==> config.mk <==
export PLATFORM = sky130hd
export DESIGN_NAME = rob_buffer
export DESIGN_NICKNAME = d
export VERILOG_FILES = /design/src/rtl/rob_buffer.sv
export SDC_FILE = /design/constraint.sdc
export NUM_CORES = 1
export LEC_CHECK = 0
export CAP_MARGIN = 30
export CORE_ASPECT_RATIO = 0.7
export CORE_MARGIN = 4
export CORE_UTILIZATION = 40
export CTS_BUF_LIST = sky130_fd_sc_hd__clkbuf_4
export CTS_CLUSTER_DIAMETER = 120
export CTS_CLUSTER_SIZE = 40
export DETAILED_ROUTE_END_ITERATION = 6
export GPL_ROUTABILITY_DRIVEN = 0
export HOLD_SLACK_MARGIN = 0.12
export SYNTH_ARGS = -nofsm -noshare
export SYNTH_HDL_FRONTEND = slang
export SYNTH_SLANG_ARGS = --single-unit
export TNS_END_PERCENT = 30
==> constraint.sdc <==
create_clock -name clk1 -period 9.2 [get_ports clk1]
set_input_delay 1.84 -clock clk1 [delete_from_list [all_inputs] [get_ports clk1]]
set_output_delay 1.84 -clock clk1 [all_outputs]
set_load 0.01 [all_outputs]
==> src/rtl/rob_buffer.sv <==
// Circular reorder buffer: in-order allocation at issue, out-of-order result capture
// from the CDB, in-order retirement, and a full flush when a mispredicted branch retires.
module rob_buffer #(
  parameter int DEPTH  = 8,
  parameter int TAG_W  = 3,
  parameter int DATA_W = 16,
  parameter int REG_W  = 4,
  parameter int FUNC_W = 4
) (
  input  logic              clk1,
  input  logic              rst,
  input  logic              alloc_valid,
  input  logic [FUNC_W-1:0] alloc_func,
  input  logic [REG_W-1:0]  alloc_rd,
  output logic              alloc_ready,
  output logic [TAG_W-1:0]  alloc_tag,
  input  logic              cdb_valid,
  input  logic [TAG_W-1:0]  cdb_tag,
  input  logic [DATA_W-1:0] cdb_data,
  input  logic              cdb_mispredict,
  input  logic [TAG_W-1:0]  lookup_tag,
  output logic              lookup_done,
  output logic [DATA_W-1:0] lookup_data,
  output logic              commit_valid,
  output logic              commit_we,
  output logic [REG_W-1:0]  commit_rd,
  output logic [DATA_W-1:0] commit_data,
  output logic [TAG_W-1:0]  commit_tag,
  output logic              commit_flush,
  output logic [TAG_W:0]    count
);

  localparam logic [TAG_W:0]    FULL_CNT    = (TAG_W+1)'(DEPTH);
  localparam logic [FUNC_W-1:0] FUNC_STORE  = FUNC_W'(5);
  localparam logic [FUNC_W-1:0] FUNC_BEQ    = FUNC_W'(6);
  localparam logic [FUNC_W-1:0] FUNC_BNEQ   = FUNC_W'(7);

  logic [DEPTH-1:0]  busy;
  logic [DEPTH-1:0]  done;
  logic [DEPTH-1:0]  mispred;
  logic [FUNC_W-1:0] func_q  [DEPTH];
  logic [REG_W-1:0]  rd_q    [DEPTH];
  logic [DATA_W-1:0] value_q [DEPTH];
  logic [TAG_W-1:0]  head;
  logic [TAG_W-1:0]  tail;

  logic              head_is_branch;
  logic              head_is_store;
  logic              do_alloc;

  assign head_is_branch = (func_q[head] == FUNC_BEQ) || (func_q[head] == FUNC_BNEQ);
  assign head_is_store  = (func_q[head] == FUNC_STORE);

  assign commit_valid = !rst && busy[head] && done[head];
  assign commit_we    = commit_valid && !head_is_branch && !head_is_store;
  assign commit_flush = commit_valid && mispred[head] && head_is_branch;
  assign commit_rd    = commit_valid ? rd_q[head]    : '0;
  assign commit_data  = commit_valid ? value_q[head] : '0;
  assign commit_tag   = commit_valid ? head          : '0;

  // Full/empty come from count, so head==tail is never ambiguous.
  assign alloc_ready = !rst && (count != FULL_CNT) && !commit_flush;
  assign alloc_tag   = tail;
  assign do_alloc    = alloc_valid && alloc_ready;

  always_comb begin
    lookup_done = 1'b0;
    lookup_data = '0;
    if (busy[lookup_tag]) begin
      if (cdb_valid && (cdb_tag == lookup_tag)) begin
        lookup_done = 1'b1;
        lookup_data = cdb_data;
      end else if (done[lookup_tag]) begin
        lookup_done = 1'b1;
        lookup_data = value_q[lookup_tag];
      end
    end
  end

  always_ff @(posedge clk1) begin
    if (rst || commit_flush) begin
      head    <= '0;
      tail    <= '0;
      count   <= '0;
      busy    <= '0;
      done    <= '0;
      mispred <= '0;
    end else begin
      if (cdb_valid && busy[cdb_tag]) begin
        done[cdb_tag]    <= 1'b1;
        mispred[cdb_tag] <= cdb_mispredict;
        value_q[cdb_tag] <= cdb_data;
      end
      // Retire after the CDB update so the head slot is cleared even if rewritten this cycle.
      if (commit_valid) begin
        busy[head]    <= 1'b0;
        done[head]    <= 1'b0;
        mispred[head] <= 1'b0;
        head          <= head + TAG_W'(1);
      end
      if (do_alloc) begin
        busy[tail]    <= 1'b1;
        done[tail]    <= 1'b0;
        mispred[tail] <= 1'b0;
        func_q[tail]  <= alloc_func;
        rd_q[tail]    <= alloc_rd;
        tail          <= tail + TAG_W'(1);
      end
      count <= count + (TAG_W+1)'(do_alloc) - (TAG_W+1)'(commit_valid);
    end
  end

endmodule
==> run_results.csv <==
group,metric,value,unit
status,status,"finished, final reports clean",
die,die_w,203,um
route,wl,26.7,mm
sta,period_minus_slack,6.42,ns
clocking,clkSinkCount,229,
layout,drive_gt1_frac,0.194,
die,die_area,0.0293,sq mm
clocking,cts_buffer_depth,3,
clocking,clockRootBuffer,"clkbuf_4",
die,rows,49,
clocking,cts_tree,"built",
route,num_vias,6493,
route,ant_nets,0,
die,ios,86,
pwr,vdd_drop_max,103,uV
worst_setup_path,ff2ff_path_depth,14,
worst_setup_path,cp.required,7.36,ns
pwr,p_seq_frac,0.687,
synth,synth_cell_types,44,
synth,syn_inst,694,
sta,drv_slew,0,
place,post-place-ws,2.79,ns
grt,grt_max_degree,54,
sta,tightestPinTransition,0.977,ns
sta,tns,0,ns
grt,gr-total-overflow,0,
route,wire_per_inst,23.8,um
grt,antenna_found_initial,1,
synth,seq_area_frac_synth,0.612,
synth,yosys-top-cells-area,"edfxtp_1 (54%), mux4_2 (18%), dfxtp_1 (7.0%)",
synth,syn_area_per_cell,15.3,sq um
clocking,insertion_delay,0.71,ns
pwr,pwr-share-comb,0.093,
layout,fillCellCount,2211,
grt,grt_pass1_wl,40.8,mm
pwr,p_int,0.00129,W
worst_setup_path,cpMostUsedCell,"clkdlybuf4s50_1",
route,route.detailed.drc,0,
synth,yosysTopAreaCellShare,0.543,
worst_setup_path,crit_path_max_fanout,19,
layout,layout.nets,807,
sta,fmax,156,MHz
layout,register_area,0.00651,sq mm
sta,skew,0.0514,ns
worst_setup_path,regToRegSetupSlack,4.74,ns
clocking,hold_buffers,0,
route,dr.pass1.iters,5,
synth,synth_seq_cells,229,
pwr,power_switching,0.000384,W
pwr,swShare,0.229,
worst_hold_path,hp-class,"reg -> reg",
worst_setup_path,rr_endpoint,"count[2]",
synth,yosys.area.top_type,"edfxtp_1",
sta,slew_headroom,0.346,
worst_setup_path,endpoint_kind,"output port",
flow_run,cap_violations,0,
route,via_per_inst,5.79,
layout,syn_to_final_growth,13.0,%
place,dp.final_hpwl,17.2,mm
worst_setup_path,arrival,4.58,ns
die,die_h,144,um
worst_hold_path,hold_depth,2,
layout,finalCoreUtilization,0.463,
layout,multi_input_area,0.00384,sq mm
clocking,postCtsSetupBuffers,0,
layout,final_area,0.0120,sq mm
sta,layout_setup_ws,2.78,ns
worst_setup_path,rr_startpoint,"head[0]",
worst_setup_path,worstSetupStartpointType,"input port",
place,place_area,0.0119,sq mm
pwr,p_leak,3.67,nW
grt,grt_pass1_vias,6852,
die,core_area,0.0259,sq mm
synth,yosysWarningCount,0,
pwr,cellPowerDensity,140,mW/mm^2
worst_setup_path,crit_type,"in -> out",
worst_setup_path,cp_cell_sequence,"clkdlybuf4s50_1, buf_4, xnor2_1, and4_1, nand2_1, a21oi_1, clkdlybuf4s50_1",
worst_setup_path,cpPeakStageDelay,0.72,ns
worst_hold_path,hp-start,"busy[7]",
die,start_util,0.410,
sta,rsz0062_at_grt,"false",
place,portBuffers,85,
synth,syn_nets,738,
clocking,cts_buffers,9,
grt,gr-usage-all-layers,0.182,
pwr,clockPowerShare,0.219,
clocking,cts_htree_levels,1,
clocking,clk_pin_slew,0.38,ns
route,drtIter0Drc,576,
sta,hold_violations,0,
worst_hold_path,hold_end,"busy[7]",
worst_setup_path,critPathSlowestCell,"and4_1",
sta,min_period_over_period,0.698,
clocking,cts_resized,0,
sta,finalSetupViolCount,0,
synth,synth_area,0.0106,sq mm
[power by group through the flow]
stage	logic, W	registers, W	clock network, W
6_report	0.000157	0.00115	0.000368
2_1_floorplan	0.0000896	0.00117	0
3_3_place_gp	0.000150	0.00117	0
5_1_grt	0.000172	0.00115	0.000417
3_5_place_dp	0.000157	0.00117	0
4_1_cts	0.000158	0.00115	0.000384
[cells in the mapped netlist]
cell,n
a2111oi_0,16
a211oi_1,1
a21o_1,1
a21oi_1,45
a22oi_1,1
a311oi_1,6
a31oi_1,6
a41oi_1,1
and2_1,3
and3_1,1
and3b_1,1
and4_1,1
buf_1,8
buf_2,8
buf_6,5
clkbuf_1,28
dfxtp_1,37
edfxtp_1,192
fa_1,1
ha_1,8
inv_1,16
mux2_2,19
mux2i_1,14
mux4_2,84
nand2_1,68
nand2b_1,4
nand3_1,24
nand3b_1,1
nand4_1,4
nor2_1,49
nor2b_1,12
nor3_1,3
nor3b_1,3
o21ai_0,1
o22ai_1,1
o311ai_0,1
o311ai_2,2
o31ai_1,2
o31ai_4,1
or2_2,2
or3_1,5
or4_4,1
xnor2_1,5
xor2_1,2
[flip-flops by register name, summed over array words and instances, names as in the netlist, named ones only]
register / flops
done: 8
rd_q: 32
alloc_tag: 3
busy: 8
value_q: 128
count: 4
mispred: 8
head: 3
func_q: 32
[through the flow]
step | power (W) | hold WS [ns] | cells
5_1_grt | 0.00174 | 0.575 | 1122
6_report | 0.00168 | 0.563 | 1122
3_3_place_gp | 0.00132 | 0.513 | 1104
4_1_cts | 0.00169 | 0.563 | 1120
2_1_floorplan | 0.00126 | 0.468 | 694
3_5_place_dp | 0.00133 | 0.540 | 1108
[per-layer routing]
layer | up-vias | track usage | share of wire | wire [um]
met1 | 3406 | 0.253 | 0.44 | 11900
met4 | 0 | 0.0325 | 0.012 | 318
li1 | 2862 | - | - | -
met3 | 19 | 0.0258 | 0.052 | 1380
met2 | 206 | 0.315 | 0.49 | 13200
met5 | - | 0 | 0 | 0
[worst max-delay path: cells and delay by family]
family | cells | cell delay, ns
simple gates | 2 | 0.83
compound gates | 1 | 0.32
buf+inv | 3 | 1.39
xor+xnor | 1 | 0.18
[worst max path at each step]
stage / to / startpoint / slack [ns]
2_1_floorplan: lookup_data[10] / lookup_tag[1] / 3.92
3_3_place_gp: lookup_data[13] / lookup_tag[1] / 2.70
3_5_place_dp: lookup_data[13] / lookup_tag[2] / 2.79
4_1_cts: lookup_data[13] / lookup_tag[2] / 2.78
5_1_grt: lookup_data[13] / lookup_tag[2] / 2.65
6_report: lookup_data[13] / lookup_tag[2] / 2.78
[area by class of cell]
type	count	area share
Antenna cell	1	0.000208
Tap cell	357	0.0372
Inverter	16	0.00500
Clock buffer	10	0.00625
Clock inverter	2	0.00323
Timing Repair Buffer	107	0.0860
Sequential cell	229	0.542
Multi-Input combinational cell	400	0.320
[layout by cell type (no fill, tap or decap), types with 2 or more instances in the layout]
master           synthesis  final
a2111oi_0               16     16
a21oi_1                 45     45
a311oi_1                 6      6
a31oi_1                  6      6
and2_1                   3      3
buf_2                    8      2
buf_4                    0     20
clkbuf_4                 0     10
clkdlybuf4s50_1          0     83
dfxtp_1                 37     35
edfxtp_1               192    192
ha_1                     8      8
inv_1                   16     16
mux2_2                  19     19
mux2i_1                 14     13
mux4_2                  84     84
nand2_1                 68     68
nand2b_1                 4      4
nand3_1                 24     24
nand4_1                  4      4
nor2_1                  49     49
nor2b_1                 12     12
nor3_1                   3      3
nor3b_1                  3      3
o31ai_1                  2      2
or2_2                    2      2
or3_1                    5      5
xnor2_1                  5      5
xor2_1                   2      2
[cell families after synthesis]
logic type / count (synthesis) / synth area share
AND/OR/NAND/NOR: 182 / 0.0778
AO/OA/AOI/OAI: 85 / 0.0542
XOR/XNOR: 7 / 0.00577
buffers and inverters: 65 / 0.0274
flip-flops: 229 / 0.612
multiplexers: 117 / 0.211
adder cells (fa/ha/maj): 9 / 0.0113
Power figures use the tool's default switching activity.
